### src/rtl/dff_arb_pkg.sv
// Shared types and default sizes for the DFF bank arbiter slice.
// Latency: n/a (types and constants only).
// Backpressure: n/a.
package dff_arb_pkg;

  typedef enum logic [1:0] {
    IDLE   = 2'd0,
    ACCESS = 2'd1,
    DONE   = 2'd2
  } state_t;

  localparam int DEF_NREQ = 4;
  localparam int DEF_DW   = 8;
  localparam int DEF_NREG = 4;

endpackage

### src/rtl/dff_reg_bank.sv
// NREG x DW register bank with one write port and one combinational read port.
// Latency: write lands at the clock edge; read is combinational from the flops.
// Backpressure: none; out-of-range writes are dropped, out-of-range reads return 0.
//
// Ports: clk, rst (async active-high), we/waddr/wdata write port,
//        raddr/rdata_comb read port.
module dff_reg_bank
  import dff_arb_pkg::*;
#(
  parameter int DW   = DEF_DW,
  parameter int NREG = DEF_NREG,
  parameter int AW   = $clog2(DEF_NREG)
) (
  input  logic          clk,
  input  logic          rst,
  input  logic          we,
  input  logic [AW-1:0] waddr,
  input  logic [DW-1:0] wdata,
  input  logic [AW-1:0] raddr,
  output logic [DW-1:0] rdata_comb
);

  logic [DW-1:0] mem [NREG];

  always_ff @(posedge clk or posedge rst) begin
    if (rst) begin
      for (int i = 0; i < NREG; i++) begin
        mem[i] <= '0;
      end
    end else if (we && (int'(waddr) < NREG)) begin
      mem[waddr] <= wdata;
    end
  end

  // Addresses beyond the populated registers only exist when NREG is not a power of 2.
  assign rdata_comb = (int'(raddr) < NREG) ? mem[raddr] : '0;

endmodule

### src/rtl/dff_bank_arbiter.sv
// Round-robin arbiter sharing one DFF register bank between NREQ requesters.
// Latency: fixed 3 cycles per op (grant, access, done); 1 op per 3 cycles.
// Backpressure: losers keep req high and wait; each held req is served within NREQ ops.
//
// Ports: clk, rst (async active-high); per-requester req/we/addr/wdata (packed slices);
//        gnt/done one-hot, rdata/rvalid for reads.
// Optional: define DFF_BANK_ARB_QBAR_EN to add rdata_n (= ~rdata, resets to all ones).
module dff_bank_arbiter
  import dff_arb_pkg::*;
#(
  parameter  int NREQ = DEF_NREQ,
  parameter  int DW   = DEF_DW,
  parameter  int NREG = DEF_NREG,
  localparam int AW   = $clog2(NREG)
) (
  input  logic              clk,
  input  logic              rst,
  input  logic [NREQ-1:0]   req,
  input  logic [NREQ-1:0]   we,
  input  logic [NREQ*AW-1:0] addr,
  input  logic [NREQ*DW-1:0] wdata,
  output logic [NREQ-1:0]   gnt,
  output logic [NREQ-1:0]   done,
  output logic [DW-1:0]     rdata,
`ifdef DFF_BANK_ARB_QBAR_EN
  output logic [DW-1:0]     rdata_n,
`endif
  output logic              rvalid
);

  localparam int PW = $clog2(NREQ);

  state_t        state;
  logic [PW-1:0] ptr;
  logic [PW-1:0] win_idx;
  logic [PW-1:0] cand;
  logic          win_vld;
  logic          we_q;
  logic [AW-1:0] addr_q;
  logic [DW-1:0] wdata_q;
  logic [DW-1:0] bank_rdata;
  logic          bank_we;

  // Winner = first set req bit scanning upward from ptr, wrapping at NREQ.
  always_comb begin
    win_vld = 1'b0;
    win_idx = '0;
    cand    = '0;
    for (int i = 0; i < NREQ; i++) begin
      cand = PW'((int'(ptr) + i) % NREQ);
      if (!win_vld && req[cand]) begin
        win_vld = 1'b1;
        win_idx = cand;
      end
    end
  end

  always_ff @(posedge clk or posedge rst) begin
    if (rst) begin
      state   <= IDLE;
      gnt     <= '0;
      done    <= '0;
      rdata   <= '0;
      rvalid  <= 1'b0;
      ptr     <= '0;
      we_q    <= 1'b0;
      addr_q  <= '0;
      wdata_q <= '0;
    end else begin
      case (state)
        IDLE: begin
          if (win_vld) begin
            we_q    <= we[win_idx];
            addr_q  <= addr[win_idx*AW +: AW];
            wdata_q <= wdata[win_idx*DW +: DW];
            gnt     <= NREQ'(1) << win_idx;
            ptr     <= (win_idx == PW'(NREQ - 1)) ? '0 : win_idx + 1'b1;
            state   <= ACCESS;
          end
        end
        ACCESS: begin
          // The bank write for this op happens on the same edge via bank_we.
          if (!we_q) begin
            rdata <= bank_rdata;
          end
          done   <= gnt;
          rvalid <= ~we_q;
          state  <= DONE;
        end
        DONE: begin
          gnt    <= '0;
          done   <= '0;
          rvalid <= 1'b0;
          state  <= IDLE;
        end
        default: begin
          state <= IDLE;
        end
      endcase
    end
  end

  assign bank_we = (state == ACCESS) && we_q;

  dff_reg_bank #(
    .DW   (DW),
    .NREG (NREG),
    .AW   (AW)
  ) u_bank (
    .clk        (clk),
    .rst        (rst),
    .we         (bank_we),
    .waddr      (addr_q),
    .wdata      (wdata_q),
    .raddr      (addr_q),
    .rdata_comb (bank_rdata)
  );

`ifdef DFF_BANK_ARB_QBAR_EN
  assign rdata_n = ~rdata;
`endif

endmodule

### config.mk
export PLATFORM = sky130hd
export DESIGN_NAME = dff_bank_arbiter
export DESIGN_NICKNAME = d
export VERILOG_FILES = /design/src/rtl/dff_arb_pkg.sv /design/src/rtl/dff_reg_bank.sv /design/src/rtl/dff_bank_arbiter.sv
export SDC_FILE = /design/constraint.sdc
export NUM_CORES = 1
export LEC_CHECK = 0
export BUFFER_PORTS_ARGS = -buffer_cell sky130_fd_sc_hd__buf_2
export CAP_MARGIN = 20
export CELL_PAD_IN_SITES_DETAIL_PLACEMENT = 1
export CELL_PAD_IN_SITES_GLOBAL_PLACEMENT = 2
export CORE_MARGIN = 3
export CORE_UTILIZATION = 36
export DETAILED_ROUTE_END_ITERATION = 10
export GPL_TIMING_DRIVEN = 1
export PLACE_DENSITY = 0.84
export REMOVE_ABC_BUFFERS = 1
export SKIP_LAST_GASP = 1
export SYNTH_ARGS = -nofsm -noshare
export SYNTH_HDL_FRONTEND = slang
export SYNTH_SLANG_ARGS = --single-unit
### constraint.sdc
create_clock -name clk -period 2 [get_ports clk]
set_input_delay 0.1 -clock clk [delete_from_list [all_inputs] [get_ports clk]]
set_output_delay 0.1 -clock clk [all_outputs]
set_load 0.1 [all_outputs]
==> results of run 1 <==
==> layer usage <==
metal | GRT usage, % | wire, um
met1 | 20.1 | 3320
met5 | 0 | 0
met3 | 3.34 | 266
met2 | 24.8 | 3410
met4 | 5.67 | 106
==> where the power goes <==
group | internal (mW) | total [mW] | switching, mW
registers | 1.87 | 2.32 | 0.452
logic | 1.23 | 3.15 | 1.92
clock network | 0.703 | 1.22 | 0.521
total | 3.80 | 6.70 | 2.89
==> worst paths after layout <==
path                                start              to  slack, ns  cells past startpoint
setup / recovery                 state[1]   u_bank.mem[8]       0.19                      6
hold / removal                      we[1]            we_q       0.08                      3
setup reg to reg                 state[1]   u_bank.mem[8]       0.19                      6
hold reg to reg            u_bank.mem[14]  u_bank.mem[14]       0.49                      1
max in group asynchronous             rst   u_bank.mem[8]       1.35                      4
min in group asynchronous             rst          gnt[0]       0.36                      4
==> sequential cells by signal, indices dropped and copies added (netlist names) <==
register    flops
ptr             2
rvalid          1
addr_q          2
state           2
wdata_q         8
gnt             4
rdata           8
we_q            1
done            4
u_bank.mem     32
==> stage by stage <==
step	hold slack, ns	util, %
finish	0.0843	46.3
global route	0.0910	46.3
CTS	0.0676	46.2
detailed placement	0.198	43.5
global placement	0.195	43.5
floorplan	0.327	-
==> cells by family (layout without fill, tap and decap cells) <==
kind of cell,after synthesis,count (layout),synth area share [%]
adder cells (fa/ha/maj),8,8,3.16
multiplexers,71,71,27.2
AO/OA/AOI/OAI,32,32,7.19
flip-flops,64,64,50.6
buffers and inverters,23,107,4.50
AND/OR/NAND/NOR,46,46,7.39
==> synthesized netlist by cell type <==
cell	n	area [um2]
dfrtp_1	64	1600
mux2_2	34	383
nand2_1	27	101
mux2i_1	22	220
o221ai_1	11	96.3
inv_1	9	33.8
ha_1	8	100
mux4_2	8	180
mux2_1	7	78.8
a21oi_1	6	30.0
o21ai_0	6	30.0
nor2b_1	5	31.3
buf_2	4	20.0
inv_2	3	11.3
nand2b_1	3	18.8
nor2_1	3	11.3
o21ai_1	3	15.0
buf_12	2	40.0
buf_6	2	22.5
clkbuf_1	2	7.51
a211o_1	1	8.76
a21o_1	1	7.51
a32o_1	1	10.0
and2_1	1	6.26
buf_4	1	7.51
nand2_2	1	6.26
nand4_1	1	6.26
nand4b_1	1	8.76
nor2b_4	1	13.8
nor3_4	1	16.3
nor3b_1	1	7.51
nor4_1	1	6.26
o22ai_1	1	6.26
o31ai_2	1	12.5
o32a_2	1	11.3
==> critical path, delay by kind of cell, from the launching register on <==
| family | cells | cell delay (ns) |
|---|---|---|
| adders and majority gates | 1 | 0.23 |
| buffers and inverters | 1 | 0.14 |
| DFF | 1 | 0.38 |
| muxes | 1 | 0.42 |
| and+or+nand+nor | 3 | 0.52 |
==> final cells by class <==
cell class / count / area, um2
timing repair buffer: 79 / 455
clock inverter: 7 / 95.1
fill: 906 / 4500
multi-input combinational: 157 / 1430
clock buffer: 9 / 124
inverter: 12 / 45.0
tap: 105 / 131
sequential: 64 / 1600
==> repair_timing <==
item | in CTS | in global routing
setup buffers | 0 | 0
hold buffers | 1 | 0
setup endpoints to repair | 0 | 2
hold endpoints to repair | 64 | 0
resized for setup | 0 | 1
==> flow_metrics.py, run 1 <==
metrics = {
    "status": {
        "status": "finished, final reports clean",
    },
    "sta": {
        "finalSetupTns_ns": 0,
        "fin_skew_ns": 0.00904,
        "fin_crit_sh_pct": 90.7,
        "timing.fmax_ghz": 0.552,
        "worst_slew_pin_slew_ns": 0.611,
        "setup_viol": 0,
        "period_needed_ns": 1.81,
        "final-hold-violation-count": 0,
        "fin_ws_ns": 0.187,
        "relSlewSlack_pct": 59.3,
        "rsz0062_at_grt": "no",
        "drv_slew": 0,
    },
    "final_layout": {
        "fin_area_um2": 3880,
        "antenna_cells": 0,
        "final_cell_mix": "66 x buf_2, 64 x dfrtp_1, 34 x mux2_2",
        "finalNetCount": 381,
        "drive_gt1_share_pct": 44.5,
        "fin_cells": 433,
        "syn_to_final_growth_pct": 22.4,
        "final_common_cell": "buf_2",
    },
    "setup_path": {
        "worstPathArrival_ns": 2.03,
        "worstSetupPathType": "flop to flop",
        "cpMaxStageDelayCell": "mux2_1",
        "critPathLaunchType": "flop",
        "cp_common_cell": "nand2_1",
        "end_kind": "flop",
        "worstPathCellList": "inv_1 > ha_1 > nand2_1 > nor2_1 > nand2_1 > mux2_1",
        "cpPeakStageDelay_ns": 0.42,
        "cp.required_ns": 2.22,
        "crit_fanout": 8,
    },
    "pwr": {
        "irDropWorstVdd_mv": 0.621,
        "powerDensity_nw_per_um2": 1730,
        "leakage_nw": 1.92,
        "power_mw": 6.70,
    },
    "synth": {
        "ys_types": 35,
        "postSynthCellCount": 244,
        "syn_area_um2": 3170,
        "synth_area_per_cell_um2": 13.0,
        "seq_area_frac_synth_pct": 50.6,
        "synth-seq-cells": 64,
        "ys_warn_count": 0,
    },
    "floorplanning": {
        "start_util_pct": 37.8,
        "dieArea_um2": 9960,
        "dieWidth_um": 99.8,
        "core_area_um2": 8380,
        "die_h_um": 99.8,
        "fp-row-count": 33,
        "io_pins": 67,
    },
    "cts": {
        "cts_max_level": 3,
        "clock_path_buffers": 2,
        "clock-root-buffer": "clkbuf_8",
        "cts.sinks": 64,
        "clkTransAtPathRegs_ns": 0.07,
        "clk_latency_ns": 0.34,
        "cts_tree": "done",
        "numCtsBuffers": 9,
    },
    "drt": {
        "antenna_left": 0,
        "drc": 0,
        "vias": 2194,
        "via_per_inst": 5.07,
        "drt-initial-drc-count": 64,
        "wl_mm": 7.11,
        "drt_pass1_iterations": 4,
        "post_drt_wl_per_cell_um": 16.4,
    },
    "run": {
        "drv_cap": 0,
    },
    "grt": {
        "grt_pass1_vias": 2383,
        "grt_max_degree": 65,
        "antenna_found_initial": 0,
        "grt_usage_pct": 15.3,
        "overflow": 0,
        "grt_first_pass_wirelength_mm": 11.9,
    },
    "placed_design": {
        "dpl.hpwl_mm": 5.21,
        "placed_area_um2": 3650,
        "port_buffers": 66,
        "dp.cells": 416,
        "place_congestion": 0.724,
        "dp_slack_ns": 0.184,
    },
    "min_path": {
        "min_path_type": "primary input to flop",
    },
}
(Power assumes the default switching activity.)
==> inputs of run 2 (changes only) <==
--- a/config.mk
+++ b/config.mk
@@ -7,7 +7,7 @@
 export LEC_CHECK = 0
 export BUFFER_PORTS_ARGS = -buffer_cell sky130_fd_sc_hd__buf_2
 export CAP_MARGIN = 20
-export CELL_PAD_IN_SITES_DETAIL_PLACEMENT = 1
+export CELL_PAD_IN_SITES_DETAIL_PLACEMENT = 2
 export CELL_PAD_IN_SITES_GLOBAL_PLACEMENT = 2
 export CORE_MARGIN = 3
 export CORE_UTILIZATION = 36
==> run 2 against run 1 <==
Compared with the run above:
- hold slack lost 0.0031 ns
- cell area grew 0.81%
- global-route usage grew 4.8 points
- critical path depth shrank 1
- largest cell class unchanged
- sequential power grew 3%
- first-iteration DRC count grew 56%
- final cell count is the same
- wire length grew 32%
- critical path type unchanged
- total power grew 6.0%
- highest routed layer unchanged
- sequential cell count is the same
- worst setup slack lost 0.045 ns
- via count grew 6.5%
==> flow_metrics.py, run 2 (synthesis gave the netlist of run 1 again) <==
metrics = {
    "placed_design": {
        "dp_slack_ns": 0.0423,
        "place_congestion": 0.724,
        "dp.cells": 416,
        "dpl.hpwl_mm": 6.48,
        "port_buffers": 66,
    },
    "grt": {
        "overflow": 0,
        "grt_first_pass_wirelength_mm": 15.1,
        "grt_max_degree": 65,
        "antenna_found_initial": 0,
        "grt_pass1_vias": 2664,
        "grt_usage_pct": 20.0,
    },
    "cts": {
        "cts_tree": "done",
        "cts_setup_buffers": 0,
        "clock-root-buffer": "clkbuf_8",
        "numCtsBuffers": 9,
        "clkTransAtPathRegs_ns": 0.08,
        "clk_latency_ns": 0.35,
        "cts.sinks": 64,
        "clock_path_buffers": 2,
        "cts_max_level": 3,
    },
    "sta": {
        "drv_slew": 0,
        "rsz0062_at_grt": "no",
        "fin_ws_ns": 0.142,
        "worst_slew_pin_slew_ns": 0.637,
        "final-hold-violation-count": 0,
        "fin_skew_ns": 0.0124,
        "setup_viol": 0,
        "period_needed_ns": 1.86,
        "finalSetupTns_ns": 0,
        "timing.fmax_ghz": 0.538,
        "fin_crit_sh_pct": 92.9,
        "relSlewSlack_pct": 57.5,
    },
    "floorplanning": {
        "io_pins": 67,
        "dieWidth_um": 99.8,
        "fp-row-count": 33,
        "die_h_um": 99.8,
        "core_area_um2": 8380,
        "start_util_pct": 37.8,
        "dieArea_um2": 9960,
    },
    "final_layout": {
        "antenna_cells": 0,
        "seq_area_um2": 1600,
        "finalNetCount": 381,
        "final_cell_mix": "66 x buf_2, 64 x dfrtp_1, 34 x mux2_2",
        "syn_to_final_growth_pct": 23.4,
        "nFillCells": 850,
        "multiInputGateArea_um2": 1430,
        "fin_cells": 433,
        "top_register": "u_bank.mem",
        "largest_reg_flops": 32,
        "final_common_cell": "buf_2",
        "drive_gt1_share_pct": 44.8,
        "largestRegisters": "u_bank.mem: 32 flops, rdata: 8 flops, wdata_q: 8 flops",
    },
    "setup_path": {
        "startpoint": "state[0]",
        "rrSetupSlack_ns": 0.14,
        "worstPathCellList": "inv_1 > ha_1 > nor2b_2 > nand2_2 > o221ai_1",
        "crit_fanout": 12,
        "cpMaxStageDelayCell": "dfrtp_1",
        "crit_end": "wdata_q[6]",
        "r2r-end": "wdata_q[6]",
        "end_kind": "flop",
        "worstSetupPathType": "flop to flop",
        "r2r_start": "state[0]",
        "critPathLaunchType": "flop",
        "rr_worst_depth": 5,
        "worstPathArrival_ns": 2.10,
        "cpPeakStageDelay_ns": 0.43,
        "cp.required_ns": 2.24,
    },
    "drt": {
        "drc": 0,
        "vias": 2337,
        "wl_mm": 9.35,
        "drt_pass1_iterations": 4,
        "drt-initial-drc-count": 100,
        "post_drt_wl_per_cell_um": 21.6,
        "via_per_inst": 5.40,
        "antenna_left": 0,
    },
    "min_path": {
        "holdPathStages": 3,
        "min_path_type": "primary input to flop",
    },
    "run": {
        "drv_cap": 0,
    },
    "pwr": {
        "leakage_nw": 1.94,
        "irDropWorstVdd_mv": 0.708,
        "powerDensity_nw_per_um2": 1810,
    },
    "status": {
        "status": "finished, final reports clean",
    },
}
-- run 2: cell count changes in the layout (fill, tap and decap cells not counted) --
| cell | before | now |
|---|---|---|
| nor2b_2 | 0 | 1 |
| bufinv_16 | 2 | 3 |
| clkbuf_8 | 9 | 10 |
| nor2b_1 | 5 | 4 |
| clkinvlp_4 | 1 | 0 |
| inv_6 | 1 | 0 |
| clkbuf_1 | 0 | 1 |
| nand2_2 | 2 | 3 |
| nand2_1 | 26 | 25 |
| clkinv_2 | 2 | 1 |
-- run 2: power breakdown --
| part | switching (mW) | total (mW) | internal, mW |
|---|---|---|---|
| clock network | 0.519 | 1.38 | 0.863 |
| logic | 2.08 | 3.32 | 1.24 |
| registers | 0.525 | 2.39 | 1.87 |
-- run 2: worst max-delay path, delay by kind of cell (launching register included) --
family	cells	cell delay, ns
simple gates	2	0.56
buf+inv	1	0.16
compound gates	1	0.29
fa+ha+maj	1	0.32
flops	1	0.43
-- run 2: final cells by class --
cell class                      count  share of cell area [%]
Tap cell                          105                    3.36
Inverter                           12                    1.15
Clock buffer                       11                    3.62
Multi-Input combinational cell    157                    36.6
Sequential cell                    64                    41.0
Timing Repair Buffer               79                    11.6
Clock inverter                      5                    2.66
-- run 2: timing repair --
item,CTS,global route
pin swaps,0,0
hold buffers,1,0
setup endpoints to repair,9,12
hold endpoints to repair,64,0
gates resized for setup,1,2
-- run 2: worst min-delay path by stage --
stage,startpoint,to,slack [ns]
after CTS,wdata[19],wdata_q[3],0.07
after global routing,wdata[13],wdata_q[5],0.11
after global placement,rst,done[1],0.19
after floorplan,wdata[24],wdata_q[0],0.33
final,wdata[19],wdata_q[3],0.08
after detailed placement,rst,done[2],0.20
-- run 2: stage by stage --
step | total power, mW | cell area (um2) | hold slack (ns) | util, %
detailed placement | 5.65 | 3650 | 0.203 | 43.5
floorplan | 4.66 | 3070 | 0.327 | -
global placement | 5.38 | 3650 | 0.195 | 43.5
global route | 7.51 | 3910 | 0.114 | 46.6
CTS | 7.14 | 3910 | 0.0702 | 46.6
finish | 7.10 | 3910 | 0.0812 | 46.6
-- run 2: layer usage --
layer | vias to the layer above | global-route usage, % | share of wire (%)
li1 | 1040 | - | -
met3 | 20 | 3.20 | 3.0
met5 | - | 0 | 0
met4 | 0 | 7.88 | 2.1
met2 | 58 | 35.6 | 53
met1 | 1219 | 24.3 | 42
